[config.mk]
export PLATFORM = sky130hd
export DESIGN_NAME = demux_two_stream
export DESIGN_NICKNAME = d
export VERILOG_FILES = /design/src/rtl/demux_two_stream.sv
export SDC_FILE = /design/constraint.sdc
export NUM_CORES = 1
export LEC_CHECK = 0
export ABC_AREA = 1
export CAP_MARGIN = 20
export CORE_MARGIN = 5
export CORE_UTILIZATION = 44
export DETAILED_ROUTE_END_ITERATION = 7
export PLACE_DENSITY = 0.81
export SLEW_MARGIN = 20
export SYNTH_ARGS = -nofsm -noshare
export SYNTH_HDL_FRONTEND = slang
export SYNTH_SLANG_ARGS = --single-unit
[constraint.sdc]
create_clock -name clk -period 2 [get_ports clk]
set_clock_uncertainty 0.2 [all_clocks]
set_input_delay 0.5 -clock clk [delete_from_list [all_inputs] [get_ports clk]]
set_output_delay 0.5 -clock clk [all_outputs]
set_load 0.05 [all_outputs]
[src/rtl/demux_two_stream.sv]
// Two-way stream demultiplexer: words tagged by `select` are steered into one
// of two independent FIFOs, each drained through its own valid/ready handshake.

module demux_two_stream_fifo #(
  parameter int WIDTH = 1,
  parameter int DEPTH = 2,
  parameter int AW    = $clog2(DEPTH),
  parameter int CW    = $clog2(DEPTH) + 1
) (
  input  logic             clk,
  input  logic             reset,
  input  logic             push,
  input  logic [WIDTH-1:0] push_data,
  input  logic             pop_ready,
  output logic             out_valid,
  output logic [WIDTH-1:0] out_data,
  output logic [CW-1:0]    count,
  output logic             full
);

  logic [WIDTH-1:0] mem_q [DEPTH];
  logic [WIDTH-1:0] mem_d [DEPTH];
  logic [AW-1:0]    wr_ptr_q, wr_ptr_d;
  logic [AW-1:0]    rd_ptr_q, rd_ptr_d;
  logic [CW-1:0]    count_q, count_d;
  logic             pop;

  assign out_valid = (count_q != '0);
  assign full      = (count_q == CW'(DEPTH));
  assign pop       = out_valid && pop_ready;
  assign count     = count_q;

  // An empty FIFO presents zero rather than whatever stale word sits at the head.
  assign out_data  = out_valid ? mem_q[rd_ptr_q] : '0;

  always_comb begin
    mem_d    = mem_q;
    wr_ptr_d = wr_ptr_q;
    rd_ptr_d = rd_ptr_q;
    count_d  = count_q;
    if (push) begin
      mem_d[wr_ptr_q] = push_data;
      wr_ptr_d        = wr_ptr_q + AW'(1);
    end
    if (pop) begin
      rd_ptr_d = rd_ptr_q + AW'(1);
    end
    case ({push, pop})
      2'b10:   count_d = count_q + CW'(1);
      2'b01:   count_d = count_q - CW'(1);
      default: count_d = count_q;
    endcase
  end

  always_ff @(posedge clk) begin
    mem_q <= mem_d;
    if (reset) begin
      wr_ptr_q <= '0;
      rd_ptr_q <= '0;
      count_q  <= '0;
    end else begin
      wr_ptr_q <= wr_ptr_d;
      rd_ptr_q <= rd_ptr_d;
      count_q  <= count_d;
    end
  end

endmodule

module demux_two_stream #(
  parameter int WIDTH = 1,
  parameter int DEPTH = 2,
  parameter int CW    = $clog2(DEPTH) + 1
) (
  input  logic             clk,
  input  logic             reset,
  input  logic             in_valid,
  output logic             in_ready,
  input  logic [WIDTH-1:0] in_data,
  input  logic             select,
  output logic             a_valid,
  input  logic             a_ready,
  output logic [WIDTH-1:0] a_data,
  output logic [CW-1:0]    a_count,
  output logic             b_valid,
  input  logic             b_ready,
  output logic [WIDTH-1:0] b_data,
  output logic [CW-1:0]    b_count
);

  logic a_full, b_full;
  logic a_push, b_push;
  logic in_fire;

  // Acceptance looks only at the destination's fullness, never at its consumer.
  assign in_ready = !reset && (select ? !b_full : !a_full);
  assign in_fire  = in_valid && in_ready;
  assign a_push   = in_fire && !select;
  assign b_push   = in_fire && select;

  demux_two_stream_fifo #(.WIDTH(WIDTH), .DEPTH(DEPTH), .CW(CW)) u_fifo_a (
    .clk       (clk),
    .reset     (reset),
    .push      (a_push),
    .push_data (in_data),
    .pop_ready (a_ready),
    .out_valid (a_valid),
    .out_data  (a_data),
    .count     (a_count),
    .full      (a_full)
  );

  demux_two_stream_fifo #(.WIDTH(WIDTH), .DEPTH(DEPTH), .CW(CW)) u_fifo_b (
    .clk       (clk),
    .reset     (reset),
    .push      (b_push),
    .push_data (in_data),
    .pop_ready (b_ready),
    .out_valid (b_valid),
    .out_data  (b_data),
    .count     (b_count),
    .full      (b_full)
  );

endmodule

=== After elaboration in Yosys (flattened, before gate mapping) ===
Index checks and enable logic that the tools add are counted.

* Add/sub/neg operators: 8
* Reduce and logical (&&, ||, !) cells: 16
* Equal/unequal tests: 6
* Order comparisons: 6
* Multiplexer cells: 17
* Bitwise operators: 4

{| class="wikitable"
|+ Operators by type and width
! cell !! number
|-
| 2-to-1 mux 1 bit || 11
|-
| == test 2 bit, second input constant || 4
|-
| >= comparator 2 bit, second input constant || 4
|-
| logical AND 1 bit || 8
|-
| NOT 1 -> 2 bit || 4
|-
| case mux 2 bit (2 select lines) || 2
|-
| nonzero test 2 bit || 4
|-
| adder 1 bit, second input constant || 4
|-
| adder 2 x 1 -> 2 bit, second input constant || 2
|-
| bitwise mux 2 bit || 2
|-
| == test 2 x 1 -> 1 bit, second input constant || 2
|-
| zero test 1 bit || 4
|-
| < comparator 2 x 1 -> 1 bit, second input constant || 2
|-
| subtractor 2 x 1 -> 2 bit, second input constant || 2
|-
| demux 1 bit (select 1 bit) || 2
|}

* Register bits: 12
* Word-level logic and storage cells: 67
* Output and inout bits: 9
* Input port bits: 7

=== Longest topological paths before layout ===
Gate-level depths: netlist (run 1).

* Depth in word-level cells: 8
* Depth in mapped cells: 9
* Gate-level depth less buffers: 9

=== By module ===
From an unflattened synthesis (run 1), not the netlist that was laid out.

* Cells, all modules: 91
* Area, all modules: 648.1 µm²

{| class="wikitable"
|+ Modules (own cells, without submodules)
! module !! area each (µm²) !! instances !! sequential area each (µm²) !! cells an instance
|-
| demux_two_stream_fifo || 301.5 || 2 || 140.1 || 41
|-
| demux_two_stream || 45.0 || 1 || 0.0 || 9
|}

=== Worst setup path before layout (run 1) ===
Ideal clock, no wire load.

* Path type: flip-flop to output port
* Start: register u_fifo_a.count_q[1], in the netlist u_fifo_a.count[1]
* End: output port a_data
* Setup slack: -801 ps
* Arrival: 2101 ps
* Data required time: 1300 ps
* Buffers on the path: 0
* Cell stages (with the launch flop): 5
* Cell sequence: dfxtp_1 nor2_1 inv_1 o21ai_0 a21oi_1

* Longest elaborated chain between the ends: 2

{| class="wikitable"
|+ RTL lines
! item !! line !! text
|-
| from (decl) || 25 || <nowiki>logic [CW-1:0] count_q, count_d;</nowiki>
|-
| from (signal assigned) || 64 || <nowiki>count_q <= count_d;</nowiki>
|-
| nonzero test 2 bit || 28 || <nowiki>assign out_valid = (count_q != '0);</nowiki>
|-
| via a_valid || 81 || <nowiki>output logic a_valid,</nowiki>
|-
| 2-to-1 mux 1 bit || 34 || <nowiki>assign out_data = out_valid ? mem_q[rd_ptr_q] : '0;</nowiki>
|-
| to (decl) || 83 || <nowiki>output logic [WIDTH-1:0] a_data,</nowiki>
|}

The timed path passes the listed nets, and every way through them passes these cells.

=== Worst setup path after layout (run 1) ===
* Start: input port in_valid
* End: register u_fifo_b.count_q[1], in the netlist u_fifo_b.count[1]

* Longest elaborated chain between the ends: 4
* Elaborated cells between the ends (all ways): 6
* Those cells by class: eq/ne (2); mux (1); reduce/logical (3)

{| class="wikitable"
|+ RTL lines
! item !! line !! text
|-
| from (decl) || 77 || <nowiki>input logic in_valid,</nowiki>
|-
| logical AND 1 bit * || 97 || <nowiki>assign in_fire = in_valid && in_ready;</nowiki>
|-
| logical AND 1 bit * || 99 || <nowiki>assign b_push = in_fire && select;</nowiki>
|-
| == test 2 x 1 -> 1 bit or == test 2 bit (tied branches) || 48 || <nowiki>case ({push, pop})</nowiki>
|-
| case mux 2 bit (2 select lines) or nonzero test 2 bit (tied branches) || -- ||
|-
| to (signal assigned) || 64 ||
|-
| to (decl) || 25 ||
|}

Mark *: on every way between the ends. The rest lies on a longest branch, timed or not.
A chain may end at the register's enable or synchronous reset.

==> results of run 1 <==
## worst max-delay path: stages
cell,delay [ns]
clkdlybuf4s50_1,0.51
nand4_1,0.13
ha_1,0.32
a21oi_1,0.12
o21ai_0,0.11
o21ai_0,0.16
a21oi_1,0.05
## stage by stage
stage	instance area [um2]	setup TNS (ns)	util (%)
2_1_floorplan	617	0	-
3_3_place_gp	878	-1.37	69.2
3_5_place_dp	878	-1.83	69.2
4_1_cts	907	0	71.5
5_1_grt	916	0	72.2
6_report	916	0	72.2
## power by group through the flow
| stage | Sequential (W) | Clock (W) | Combinational, W |
|---|---|---|---|
| 2_1_floorplan | 0.000328 | 0 | 0.000129 |
| 3_5_place_dp | 0.000299 | 0 | 0.000290 |
| 4_1_cts | 0.000293 | 0.000162 | 0.000291 |
| 6_report | 0.000294 | 0.000159 | 0.000294 |
| 5_1_grt | 0.000298 | 0.000171 | 0.000312 |
| 3_3_place_gp | 0.000298 | 0 | 0.000285 |
## logic make-up (layout without fill, tap and decap cells)
group / Yosys count / after routing
buffers and inverters: 15 / 42
adder cells (fa/ha/maj): 2 / 2
AO/OA/AOI/OAI: 19 / 19
flip-flops: 12 / 12
AND/OR/NAND/NOR: 27 / 27
## Yosys cell counts, drive strengths merged
master,number
nand2,6
a21oi,10
nand3,2
nor2,14
and3,1
ha,2
nand4,3
nor3,1
inv,15
dfxtp,8
edfxtp,4
o21ai,9
## what timing repair did
action                                  4_1_cts  5_1_grt
resized for setup                             4        4
setup buffers                                 0        1
endpoints found under the setup margin        3        3
cloned                                        0        0
pin swaps                                     0        1
endpoints found under the hold margin         0        0
## cell usage in the layout (no fill, tap or decap), drive strengths merged
cell | netlist | routed
a21oi | 10 | 10
and3 | 1 | 1
buf | 0 | 17
clkbuf | 0 | 4
clkdlybuf4s50 | 0 | 4
clkinv | 0 | 1
dfxtp | 8 | 8
dlygate4sd2 | 0 | 1
edfxtp | 4 | 4
ha | 2 | 2
inv | 15 | 15
nand2 | 6 | 6
nand3 | 2 | 2
nand4 | 3 | 3
nor2 | 14 | 14
nor3 | 1 | 1
o21ai | 9 | 9
## layer usage
layer / vias up / wire length, um / track usage [%]
li1: 303 / - / -
met4: 0 / 44 / 10.2
met2: 18 / 653 / 23.9
met1: 262 / 566 / 16.5
met3: 5 / 54 / 1.17
met5: - / 0 / 0
## flip-flops by register name (all words and copies together) (netlist names)
name,count
u_fifo_a.wr_ptr_q,1
u_fifo_a.count,2
u_fifo_a.mem_q,2
u_fifo_b.count,2
u_fifo_b.rd_ptr_q,1
u_fifo_a.rd_ptr_q,1
u_fifo_b.wr_ptr_q,1
u_fifo_b.mem_q,2
## area by class of cell
cell class | count | area, um2 | share of cell area [%]
clock buffer | 3 | 22.5 | 2.46
clock inverter | 1 | 3.75 | 0.410
inverter | 15 | 56.3 | 6.15
multi-input combinational | 48 | 275 | 30.1
sequential | 12 | 295 | 32.2
tap | 15 | 18.8 | 2.05
timing repair buffer | 23 | 244 | 26.6
## worst paths after layout
path	from	end	slack, ns	cells past startpoint
max	in_valid	u_fifo_b.count[1]	0.06	7
min	u_fifo_b.count[1]	u_fifo_b.count[1]	0.31	2
max reg2reg	u_fifo_b.count[1]	u_fifo_b.count[1]	0.28	9
min reg2reg	u_fifo_b.count[1]	u_fifo_b.count[1]	0.31	2
==> results.sh, run 1 <==
export IMPL_hold_ws_ns=0.306
export IMPL_slew_headroom_pct=78.4
export IMPL_setup_viol=0
export IMPL_grt_pass1_wl_mm=2.09
export IMPL_synthTopCellsByArea="dfxtp_1 (28%), edfxtp_1 (21%), a21oi_1 (8.6%), inv_1 (8.4%), nor2_1 (8.4%)"
export IMPL_cts_tree="yes"
export IMPL_diodes=0
export IMPL_syn_area_um2=579
export IMPL_drc=0
export IMPL_min_period_over_period_pct=97.0
export IMPL_cp_max_fo=3
export IMPL_drive_above_1_share_pct=35.3
export IMPL_power_w=0.000748
export IMPL_intPower_w=0.000471
export IMPL_synth_compound_area_share_pct=16.4
export IMPL_worst_slew_pin_slew_ns=0.320
export IMPL_cts_buffers=3
export IMPL_grt_max_degree=8
export IMPL_drv_cap=0
export IMPL_fillCellCount=95
export IMPL_ys_seq_area_share_pct=48.4
export IMPL_hold_viol=0
export IMPL_switching_power_w=0.000277
export IMPL_io_buffers=15
export IMPL_synth_cell_type_count=16
export IMPL_vias=588
export IMPL_core_area_um2=1270
export IMPL_htree_levels=1
export IMPL_wl_per_cell_um=11.3
export IMPL_clkPwrFrac_pct=21.3
export IMPL_root_buffer="clkbuf_4"
export IMPL_required_ns=1.97
export IMPL_grt_usage_pct=14.2
export IMPL_place_hpwl_mm=1.04
export IMPL_status="finished clean"
export IMPL_drt_iter0_markers=19
export IMPL_start_util_pct=45.7
export IMPL_overflow=0
export IMPL_cts_clk_slew_worst_paths_ns=0.08
export IMPL_rows=13
export IMPL_clk_path_buf_depth=2
export IMPL_max_clock_freq_mhz=515
export IMPL_dr_pass1_iters=5
export IMPL_p_sw_share_pct=37.0
export IMPL_synth_warnings=0
export IMPL_power_density_nw_per_um2=816
export IMPL_synthSimpleGateAreaFrac_pct=21.2
export IMPL_clock_sinks=12
export IMPL_fp_dieArea_um2=2140
export IMPL_final_max_slew_viol_count=0
export IMPL_routed_via_density=5.03
export IMPL_netlist_instances=75
export IMPL_final_nets=112
export IMPL_synth_top_area_share_pct=27.6
export IMPL_synth_fp_nets=84
export IMPL_synthAdderAreaFrac_pct=4.32
export IMPL_end_kind="flop"
export IMPL_fin_ws_ns=0.0595
export IMPL_die_w_um=46.3
export IMPL_synth_top_family_by_area="simple AND/OR/NAND/NOR gates"
export IMPL_area_growth_pct=58.1
export IMPL_synthXorXnorAreaFrac_pct=0
export IMPL_pin_count=16
export IMPL_chipHeight_um=46.3
export IMPL_ys_ff_latch=12
export IMPL_yosys_area_top_type="dfxtp_1"
export IMPL_power_frac_comb_pct=39.4
export IMPL_ant_nets=0
export IMPL_crit_type="in -> reg"
export IMPL_synth_mux_area_share_pct=0
export IMPL_startpoint_type="input pin"
export IMPL_avgSynthCellArea_um2=7.72
export IMPL_insertion_delay_ns=0.28
export IMPL_seqPwrFrac_pct=39.3
export IMPL_cts_hold_fix_buffers=0
export IMPL_gp_congestion=0.920
export IMPL_antenna_found_initial=0
export IMPL_min_path_type="reg -> reg"
export IMPL_power_leakage_nw=0.407
export IMPL_dpl_cell_count=112
export IMPL_routed_wl_mm=1.32
export IMPL_grt_pass1_vias=499
export IMPL_pre_cts_slack_ns=-0.446
export IMPL_min_period_ns=1.94
export IMPL_ir_drop_mv=0.458
export IMPL_cp_arrival_ns=1.91
export IMPL_grt_setup_unrepaired="no"
export IMPL_fin_cells=117
Note: power is estimated with default switching activity, not from simulation.
==> inputs of run 2 (changes only) <==
- CTS_CLUSTER_DIAMETER: not set -> 100
==> results of run 2 <==
Final layout, timing and power as in run 1 (identical DEF).
